--- config.mk ---
export PLATFORM = sky130hd
export DESIGN_NAME = pio_edge_event_sequencer_flat
export DESIGN_NICKNAME = d
export VERILOG_FILES = /design/src/rtl/pio_edge_event_sequencer_if.sv /design/src/rtl/pio_edge_event_sequencer.sv /design/src/flat_wrapper.sv
export SDC_FILE = /design/constraint.sdc
export NUM_CORES = 1
export LEC_CHECK = 0
export ABC_AREA = 1
export CAP_MARGIN = 20
export CORE_AREA = 3 3 149 151
export CTS_BUF_LIST = sky130_fd_sc_hd__clkbuf_16
export DETAILED_ROUTE_END_ITERATION = 8
export DIE_AREA = 0 0 152 154
export PLACE_DENSITY = 0.7
export SYNTH_ARGS = -nofsm -noshare
export SYNTH_HDL_FRONTEND = slang
export SYNTH_SLANG_ARGS = --single-unit
--- constraint.sdc ---
create_clock -name clk -period 2.88 [get_ports clk]
set_clock_uncertainty 0.2 [all_clocks]
set_input_delay 0.432 -clock clk [delete_from_list [all_inputs] [get_ports clk]]
set_output_delay 0.432 -clock clk [all_outputs]
set_load 0.005 [all_outputs]
--- src/rtl/pio_edge_event_sequencer_if.sv ---
`default_nettype none
// ============================================================================
// Module   : pio_edge_event_sequencer_if
// Brief    : Memory-mapped register bus between the sequencer and a PIO core.
// Revision : 1.0
// ============================================================================
interface pio_edge_event_sequencer_if;
  logic [1:0]  m_address;
  logic        m_chipselect;
  logic        m_write_n;
  logic [31:0] m_writedata;
  logic [31:0] m_readdata;

  modport master (
    output m_address,
    output m_chipselect,
    output m_write_n,
    output m_writedata,
    input  m_readdata
  );

  modport slave (
    input  m_address,
    input  m_chipselect,
    input  m_write_n,
    input  m_writedata,
    output m_readdata
  );
endinterface
`default_nettype wire

--- src/rtl/pio_edge_event_sequencer.sv ---
`default_nettype none
// ============================================================================
// Module   : pio_edge_event_sequencer
// Brief    : Services PIO edge interrupts and queues {edges, level} events.
// Revision : 1.0
// ============================================================================
module pio_edge_event_sequencer #(
  parameter int WIDTH      = 18,
  parameter int FIFO_DEPTH = 4
) (
  input  logic                              clk,
  input  logic                              reset_n,
  input  logic [WIDTH-1:0]                  cfg_mask,
  input  logic                              cfg_start,
  input  logic                              pio_irq,
  pio_edge_event_sequencer_if.master        pio,
  output logic                              evt_valid,
  input  logic                              evt_ready,
  output logic [WIDTH-1:0]                  evt_edges,
  output logic [WIDTH-1:0]                  evt_level,
  output logic [7:0]                        spurious_cnt,
  output logic                              busy
);

  localparam int             PTR_W   = $clog2(FIFO_DEPTH);
  localparam logic [PTR_W:0] PTR_ONE = (PTR_W + 1)'(1);

  typedef enum logic [3:0] {
    IDLE      = 4'd0,
    WR_MASK   = 4'd1,
    WAIT_IRQ  = 4'd2,
    RD_CAP    = 4'd3,
    LATCH_CAP = 4'd4,
    WR_CLR    = 4'd5,
    RD_LVL    = 4'd6,
    LATCH_LVL = 4'd7,
    PUSH      = 4'd8
  } state_e;

  state_e               state_q, state_d;
  logic                 start_pend_q, start_pend_d;
  logic [WIDTH-1:0]     cfg_mask_q;
  logic [WIDTH-1:0]     act_mask_q;
  logic [WIDTH-1:0]     cap_q;
  logic [WIDTH-1:0]     lvl_q;
  logic [7:0]           spur_q;
  logic [PTR_W:0]       wr_ptr_q;
  logic [PTR_W:0]       rd_ptr_q;
  logic [2*WIDTH-1:0]   mem_q [FIFO_DEPTH];

  logic                 w_start_req;
  logic                 w_cap_ld;
  logic                 w_lvl_ld;
  logic                 w_mask_ld;
  logic                 w_push;
  logic                 w_spur_inc;
  logic                 w_empty;
  logic                 w_full;
  logic                 w_pop;
  logic [2*WIDTH-1:0]   w_head;

  // Upper read-data bits are never used when the PIO is narrower than the bus.
  generate
    if (WIDTH < 32) begin : g_rd_pad
      logic w_unused_rdata;
      assign w_unused_rdata = ^pio.m_readdata[31:WIDTH];
    end
  endgenerate

  assign w_empty   = (wr_ptr_q == rd_ptr_q);
  assign w_full    = (wr_ptr_q[PTR_W] != rd_ptr_q[PTR_W]) &&
                     (wr_ptr_q[PTR_W-1:0] == rd_ptr_q[PTR_W-1:0]);
  assign evt_valid = ~w_empty;
  assign w_pop     = evt_valid & evt_ready;
  assign w_head    = mem_q[rd_ptr_q[PTR_W-1:0]];
  assign evt_edges = w_head[2*WIDTH-1:WIDTH];
  assign evt_level = w_head[WIDTH-1:0];

  assign spurious_cnt = spur_q;
  assign busy         = (state_q != IDLE) && (state_q != WAIT_IRQ);
  assign w_start_req  = cfg_start | start_pend_q;

  always_ff @(posedge clk or negedge reset_n) begin
    if (!reset_n) begin
      state_q <= IDLE;
    end else begin
      state_q <= state_d;
    end
  end

  // A capture sequence is atomic once started (the PIO clear happens mid-way),
  // so a deferred start is only honoured where the FSM would rest in WAIT_IRQ.
  always_comb begin
    state_d          = state_q;
    pio.m_address    = 2'd0;
    pio.m_chipselect = 1'b0;
    pio.m_write_n    = 1'b1;
    pio.m_writedata  = 32'd0;
    w_cap_ld         = 1'b0;
    w_lvl_ld         = 1'b0;
    w_mask_ld        = 1'b0;
    w_push           = 1'b0;
    w_spur_inc       = 1'b0;
    case (state_q)
      IDLE: begin
        if (cfg_start) state_d = WR_MASK;
      end
      WR_MASK: begin
        pio.m_address    = 2'd2;
        pio.m_chipselect = 1'b1;
        pio.m_write_n    = 1'b0;
        pio.m_writedata  = 32'(cfg_mask_q);
        w_mask_ld        = 1'b1;
        state_d          = w_start_req ? WR_MASK : WAIT_IRQ;
      end
      WAIT_IRQ: begin
        if (w_start_req)              state_d = WR_MASK;
        else if (pio_irq && !w_full)  state_d = RD_CAP;
      end
      RD_CAP: begin
        pio.m_address    = 2'd3;
        pio.m_chipselect = 1'b1;
        state_d          = LATCH_CAP;
      end
      LATCH_CAP: begin
        pio.m_address    = 2'd3;
        pio.m_chipselect = 1'b1;
        pio.m_write_n    = 1'b0;
        w_cap_ld         = 1'b1;
        state_d          = RD_LVL;
      end
      RD_LVL: begin
        pio.m_address    = 2'd0;
        pio.m_chipselect = 1'b1;
        state_d          = LATCH_LVL;
      end
      LATCH_LVL: begin
        w_lvl_ld = 1'b1;
        if (cap_q != '0) begin
          state_d = PUSH;
        end else begin
          w_spur_inc = 1'b1;
          state_d    = w_start_req ? WR_MASK : WAIT_IRQ;
        end
      end
      PUSH: begin
        w_push  = 1'b1;
        state_d = w_start_req ? WR_MASK : WAIT_IRQ;
      end
      WR_CLR:  state_d = IDLE;
      default: state_d = IDLE;
    endcase
  end

  assign start_pend_d = (start_pend_q | cfg_start) && (state_d != WR_MASK);

  always_ff @(posedge clk or negedge reset_n) begin
    if (!reset_n) begin
      start_pend_q <= 1'b0;
      cfg_mask_q   <= '0;
      act_mask_q   <= '0;
      cap_q        <= '0;
      lvl_q        <= '0;
      spur_q       <= 8'd0;
      wr_ptr_q     <= '0;
      rd_ptr_q     <= '0;
    end else begin
      start_pend_q <= start_pend_d;
      if (cfg_start) cfg_mask_q <= cfg_mask;
      if (w_mask_ld) act_mask_q <= cfg_mask_q;
      if (w_cap_ld)  cap_q      <= pio.m_readdata[WIDTH-1:0] & act_mask_q;
      if (w_lvl_ld)  lvl_q      <= pio.m_readdata[WIDTH-1:0];
      if (w_spur_inc && (spur_q != 8'hFF)) spur_q <= spur_q + 8'd1;
      if (w_push)    wr_ptr_q   <= wr_ptr_q + PTR_ONE;
      if (w_pop)     rd_ptr_q   <= rd_ptr_q + PTR_ONE;
    end
  end

  always_ff @(posedge clk) begin
    if (w_push) mem_q[wr_ptr_q[PTR_W-1:0]] <= {cap_q, lvl_q};
  end

endmodule
`default_nettype wire

--- src/flat_wrapper.sv ---
// flat-port wrapper written by rule: the top's interface ports become plain ports
module pio_edge_event_sequencer_flat 
#(
  parameter int WIDTH      = 18,
  parameter int FIFO_DEPTH = 4
)
  (clk, reset_n, cfg_mask, cfg_start, pio_irq, evt_valid, evt_ready, evt_edges, evt_level, spurious_cnt, busy, pio_m_address, pio_m_chipselect, pio_m_write_n, pio_m_writedata, pio_m_readdata);
  pio_edge_event_sequencer_if pio_i ();
  input  logic clk;
  input  logic reset_n;
  input  logic [WIDTH-1:0] cfg_mask;
  input  logic cfg_start;
  input  logic pio_irq;
  output logic evt_valid;
  input  logic evt_ready;
  output logic [WIDTH-1:0] evt_edges;
  output logic [WIDTH-1:0] evt_level;
  output logic [7:0] spurious_cnt;
  output logic busy;
  output wire logic [$bits(pio_i.m_address)-1:0] pio_m_address;
  output wire logic [$bits(pio_i.m_chipselect)-1:0] pio_m_chipselect;
  output wire logic [$bits(pio_i.m_write_n)-1:0] pio_m_write_n;
  output wire logic [$bits(pio_i.m_writedata)-1:0] pio_m_writedata;
  input wire logic [$bits(pio_i.m_readdata)-1:0] pio_m_readdata;
  assign pio_m_address = pio_i.m_address;
  assign pio_m_chipselect = pio_i.m_chipselect;
  assign pio_m_write_n = pio_i.m_write_n;
  assign pio_m_writedata = pio_i.m_writedata;
  assign pio_i.m_readdata = pio_m_readdata;
  pio_edge_event_sequencer #(.WIDTH(WIDTH), .FIFO_DEPTH(FIFO_DEPTH)) u_core (.clk(clk), .reset_n(reset_n), .cfg_mask(cfg_mask), .cfg_start(cfg_start), .pio_irq(pio_irq), .pio(pio_i), .evt_valid(evt_valid), .evt_ready(evt_ready), .evt_edges(evt_edges), .evt_level(evt_level), .spurious_cnt(spurious_cnt), .busy(busy));
endmodule
==> results of run 1 <==
[where the power goes]
group	switching [mW]	total, mW	internal, mW
clock	1.21	3.21	2.00
sequential	0.581	4.90	4.32
combinational	1.85	3.51	1.66
[kinds of logic after synthesis]
family          synth area share (%)
fa+ha+maj                      0.804
other cells                   0.0402
simple gates                    14.2
xor+xnor                       0.938
flops                           70.7
buf+inv                         4.60
compound gates                  8.68
[final timing paths]
path                       slack, ns                  from  cells past startpoint                      to
setup reg to reg                0.87     u_core.state_q[0]                      4      u_core.mem_q[0][2]
max in group asynchronous       1.72               reset_n                      3      u_core.rd_ptr_q[0]
setup / recovery                0.09    u_core.rd_ptr_q[0]                      4            evt_level[0]
hold / removal                   0.1               reset_n                      2  u_core.spurious_cnt[5]
hold reg to reg                 0.29  u_core.act_mask_q[3]                      2    u_core.act_mask_q[3]
min in group clk                0.29  u_core.act_mask_q[3]                      2    u_core.act_mask_q[3]
[cell usage in the layout (no fill, tap or decap), drive strengths merged]
cell,count
nand3,34
ha,6
clkdlybuf4s50,107
o22ai,36
conb,14
clkbuf,23
inv,48
clkinvlp,2
nor3,2
buf,22
a21oi,4
edfxtp,144
dfrtp,91
a31oi,1
o21ai,111
nand2,161
and2,1
dlygate4sd3,1
nor2,121
xnor2,4
nand3b,2
nand4,1
xor2,6
clkinv,6
bufinv,6
[critical path, stage by stage, from the launching register on]
cell	delay [ns]
dfrtp_2	0.40
buf_12	0.23
o21ai_0	0.14
o22ai_1	0.28
clkdlybuf4s50_1	0.58
[per-layer routing]
metal | wire (um) | up-vias | part of all wire [%]
li1 | - | 3007 | -
met1 | 9090 | 2913 | 44
met2 | 9750 | 198 | 47
met3 | 1520 | 25 | 7.4
met4 | 281 | 2 | 1.4
met5 | 8 | - | 0.039
[final cells by class]
type,instances,share of cell area [%]
Timing Repair Buffer,130,11.3
Inverter,43,1.39
Multi-Input combinational cell,504,20.7
Clock buffer,23,4.94
Clock inverter,19,2.12
Tap cell,275,2.95
Sequential cell,235,56.7
[cells in the mapped netlist, types with 6 or more instances]
cell / instances
nand2_1: 158
edfxtp_1: 144
o21ai_0: 111
dfrtp_1: 91
ha_1: 6
nand3_1: 32
clkbuf_1: 29
inv_1: 36
inv_2: 7
xor2_1: 6
o22ai_1: 36
nor2_1: 113
buf_4: 15
buf_2: 7
[metrics by stage]
stage                     hold WS [ns]  total power, mW
after floorplan                -0.0636             6.54
after global placement          0.0699             8.32
after detailed placement        0.0744             8.40
after CTS                       0.0834             11.7
after global routing             0.116             12.3
final                           0.0962             11.6
[sequential cells by signal, summed over array words and instances, names as in the netlist]
name	flops
u_core.lvl_q	18
u_core.spurious_cnt	8
u_core.state_q	4
u_core.mem_q	144
u_core.wr_ptr_q	3
u_core.cfg_mask_q	18
u_core.rd_ptr_q	3
u_core.cap_q	18
u_core.act_mask_q	18
u_core.start_pend_q	1
[timing repair]
action | CTS | global route
gates resized for setup | 3 | 10
setup buffers | 0 | 0
pin swaps | 0 | 1
hold buffers | 1 | 0
endpoints found under the hold margin | 91 | 0
endpoints found under the setup margin | 3 | 12
==> flow_summary.yaml, run 1 <==
status:
  status: "finished, final reports clean"
global_route:
  grt.busiest_layer: "met2"
  grt_pass1_vias: 6107
  grt_pass1_wl_mm: 33.0
  grt_usage_pct: 17.4
  grt_antenna_before_repair: 1
  gr-usage-met2_pct: 28.4
  use_met1_pct: 23.9
  overflow: 0
  grt_max_degree: 84
  grtUsageMet3_pct: 4.11
power:
  leakage_nw: 4.64
  power.density_nw_per_um2: 997
  peakVddDrop_v: 0.000486
yosys:
  ys_types: 29
  yosys_warnings: 0
  synthesis.area_sq_um: 9340
  ys_seq_area_share_pct: 70.7
  async_flop_share_pct: 38.7
  synth_top_area_share_pct: 46.3
  synth_ff_type: "edfxtp_1"
  synth_cells: 821
  synthTopCellsByArea: "edfxtp_1, dfrtp_1, nand2_1, o21ai_0, nor2_1"
  synth_area_per_cell_sq_um: 11.4
  ys_seq_elements: 235
  yosysTopAreaCell: "edfxtp_1"
  synth_edf_count: 144
worst_hold_path:
  hp-class: "in -> async"
placement:
  placed_cells: 1186
  dp_hpwl_mm: 13.4
  globalplace.congestion: 0.779
  io_buffers: 108
  placed_cell_area_sq_um: 10800
  pre_cts_slack_ns: 0.490
clock_tree:
  cts.reportedPaths.clkPinSlew_ns: 0.06
  clockBufferDepth: 3
  numCtsBuffers: 23
  htree_num_levels: 1
  cts-root-buf: "clkbuf_16"
  cts_tree: "built"
  cts_sinks: 235
  clk_latency_ns: 0.50
floorplanning:
  start_util_pct: 44.6
  die_y_um: 154
  die_area_sq_um: 23400
  core_area_sq_um: 21000
  ios: 137
  rows: 53
  chipWidth_um: 152
routing:
  viasPerCell: 5.00
  drt-total-wl_mm: 20.6
  post-route-drc-count: 0
  dr.pass1.iters: 5
  vias: 6145
  antenna_left: 0
  drt_iter0_markers: 488
  wl_per_cell_um: 16.8
timing:
  fmax_mhz: 359
  setup_violations: 0
  min_period_over_period_pct: 96.7
  finalSetupTns_ns: 0
  period_minus_slack_ns: 2.79
  slew_violations: 0
  relSlewSlack_pct: 60.6
  finalHoldViolCount: 0
  worstMarginPinSlew_ns: 0.590
  worst_slack_ns: 0.0948
critical_path:
  critPathMaxFanout: 54
  worstSetupStartpointType: "register"
  critPathKind: "reg -> out"
  crit_required_ns: 2.25
  worstSetupEndpointType: "primary output"
  cp.arrival_ns: 2.15
cells_and_area:
  fin_cells: 1229
  num-fill-cells: 1782
  syn_to_final_growth_pct: 24.8
  final_util_pct: 55.6
  seqCellArea_sq_um: 6600
  fin_nets: 998
  fin_area_sq_um: 11700
  antenna_cells: 0
  drive_above_1_share_pct: 9.54
  multi_input_area_sq_um: 2410
run:
  drv_cap: 0
(Power assumes the default switching activity.)
==> inputs of run 2 (changes only) <==
--- a/config.mk
+++ b/config.mk
@@ -6,9 +6,7 @@
 export NUM_CORES = 1
 export LEC_CHECK = 0
 export ABC_AREA = 1
-export CAP_MARGIN = 20
 export CORE_AREA = 3 3 149 151
-export CTS_BUF_LIST = sky130_fd_sc_hd__clkbuf_16
 export DETAILED_ROUTE_END_ITERATION = 8
 export DIE_AREA = 0 0 152 154
 export PLACE_DENSITY = 0.7
==> run 2 against run 1 <==
Total power up 0.16%. Design area unchanged. Sequential power barely moved. Critical path depth unchanged. Non-clock buffer count unchanged. Wire length down 0.11%. First-iteration DRC count up 3.5%. Register-to-register slack about the same. Flip-flop and latch count did not move.
==> flow_summary.yaml, run 2 (synthesis results as in run 1) <==
placement:
  dp_hpwl_mm: 13.4
  globalplace.congestion: 0.779
  pre_cts_slack_ns: 0.490
  placed_cell_area_sq_um: 10800
  io_buffers: 108
clock_tree:
  cts_tree: "built"
  clockBufferDepth: 3
  htree_num_levels: 1
  cts.reportedPaths.clkPinSlew_ns: 0.06
  numCtsBuffers: 23
  cts-root-buf: "clkbuf_16"
  clk_latency_ns: 0.50
  cts_sinks: 235
routing:
  drt_iter0_markers: 505
  viasPerCell: 5.01
  post-route-drc-count: 0
  antenna_left: 0
  wl_per_cell_um: 16.8
  drt-total-wl_mm: 20.6
  vias: 6157
  dr.pass1.iters: 5
timing:
  period_minus_slack_ns: 2.79
  fmax_mhz: 358
  finalHoldViolCount: 0
  min_period_over_period_pct: 96.9
  worstMarginPinSlew_ns: 0.599
  setup_violations: 0
  finalSetupTns_ns: 0
  worst_slack_ns: 0.0883
  relSlewSlack_pct: 60.0
  slew_violations: 0
critical_path:
  slowest_delay_ns: 0.58
  rrSetupSlack_ns: 0.86
  r2r_start: "u_core.state_q[0]"
  critPathMaxFanout: 54
  cpLargestDelayFamily: "buffers and inverters"
  worstSetupStartpointType: "register"
  path_cells: "buf_12 > o21ai_0 > o22ai_1 > clkdlybuf4s50_1"
  slowest_stage: "clkdlybuf4s50_1"
  crit_required_ns: 2.25
  reg2regPathDepth: 4
  r2r_end: "u_core.mem_q[0][3]"
  worstSetupEndpointType: "primary output"
  critPathKind: "reg -> out"
  cp.arrival_ns: 2.16
  crit_buf_inv: 2
power:
  power.share.switching_pct: 31.3
  power.density_nw_per_um2: 999
  pwr-share-seq_pct: 42.1
  p_switching_mw: 3.65
  power_frac_clock_pct: 27.7
  leakage_nw: 4.63
  peakVddDrop_v: 0.000487
  p_comb_share_pct: 30.2
  p_total_mw: 11.6
  internal_power_mw: 7.99
cells_and_area:
  final_cell_mix: "nand2_1, edfxtp_1, o21ai_0"
  final_common_cell: "nand2_1"
  largest_reg_flops: 144
  final_util_pct: 55.6
  antenna_cells: 0
  drive_above_1_share_pct: 9.54
  fin_area_sq_um: 11700
  fin_nets: 998
  syn_to_final_growth_pct: 24.8
floorplanning:
  ios: 137
  die_y_um: 154
  chipWidth_um: 152
  core_area_sq_um: 21000
  start_util_pct: 44.6
  rows: 53
  die_area_sq_um: 23400
run:
  drv_cap: 0
global_route:
  grtUsageMet3_pct: 4.11
  grt_antenna_before_repair: 1
  overflow: 0
  grt_usage_pct: 17.4
  grt.busiest_layer: "met2"
  use_met1_pct: 23.8
  gr-usage-met2_pct: 28.4
  grt_pass1_vias: 6103
  grt_pass1_wl_mm: 32.9
  grt_max_degree: 84
worst_hold_path:
  hp-class: "in -> async"
status:
  status: "finished, final reports clean"
[run 2: cell count changes in the layout (fill, tap and decap cells not counted), sizes merged]
cell / delta
clkbuf: +4
inv: -4
[run 2: final cells by class]
class	count	area [sq um]
fillers	1782	9300
flip-flops and latches	235	6600
multi-input cells	504	2410
repair buffers	130	1310
clock buffers	27	591
well taps	275	344
clock inverters	15	231
inverters	43	161
[run 2: metal layers]
metal | up-vias | share of wire, %
met5 | - | 0.039
met4 | 2 | 1.4
met3 | 25 | 7.7
met2 | 213 | 47
met1 | 2911 | 44
li1 | 3006 | -
[run 2: worst max path at each step]
stage                             from                 end  slack (ns)  cells past startpoint
floorplan            u_core.state_q[0]  u_core.mem_q[0][0]       -0.08                      3
CTS                 u_core.rd_ptr_q[1]        evt_level[3]       -0.02                      5
global route        u_core.rd_ptr_q[0]        evt_edges[7]       -0.01                      5
detailed placement  u_core.rd_ptr_q[0]        evt_level[3]        0.49                      5
finish              u_core.rd_ptr_q[0]        evt_level[0]        0.09                      4
global placement    u_core.rd_ptr_q[0]        evt_level[3]        0.52                      5
[run 2: metrics by stage]
step           hold WS, ns  std cells
6_report            0.0971       1229
5_1_grt              0.116       1229
4_1_cts             0.0834       1229
3_5_place_dp        0.0744       1186
3_3_place_gp        0.0699       1186
2_1_floorplan      -0.0636        834
[run 2: worst register-to-register path, delay by kind of cell (launching register included)]
kind          cells  cell delay [ns]
buf+inv           1             0.44
simple gates      3             0.51
flops             1             0.47
[run 2: power groups by stage]
stage	Clock, mW	Combinational, mW	Sequential (mW)
3_3_place_gp	0	3.41	4.91
4_1_cts	3.28	3.52	4.88
6_report	3.22	3.51	4.90
2_1_floorplan	0	1.85	4.69
5_1_grt	3.42	3.92	4.96
3_5_place_dp	0	3.47	4.93
[run 2: timing repair]
action	in CTS	in global routing
buffers inserted	0	0
endpoints found under the hold margin	91	0
pin swaps	0	1
hold buffers	1	0
gates resized for setup	3	10
endpoints found under the setup margin	3	12
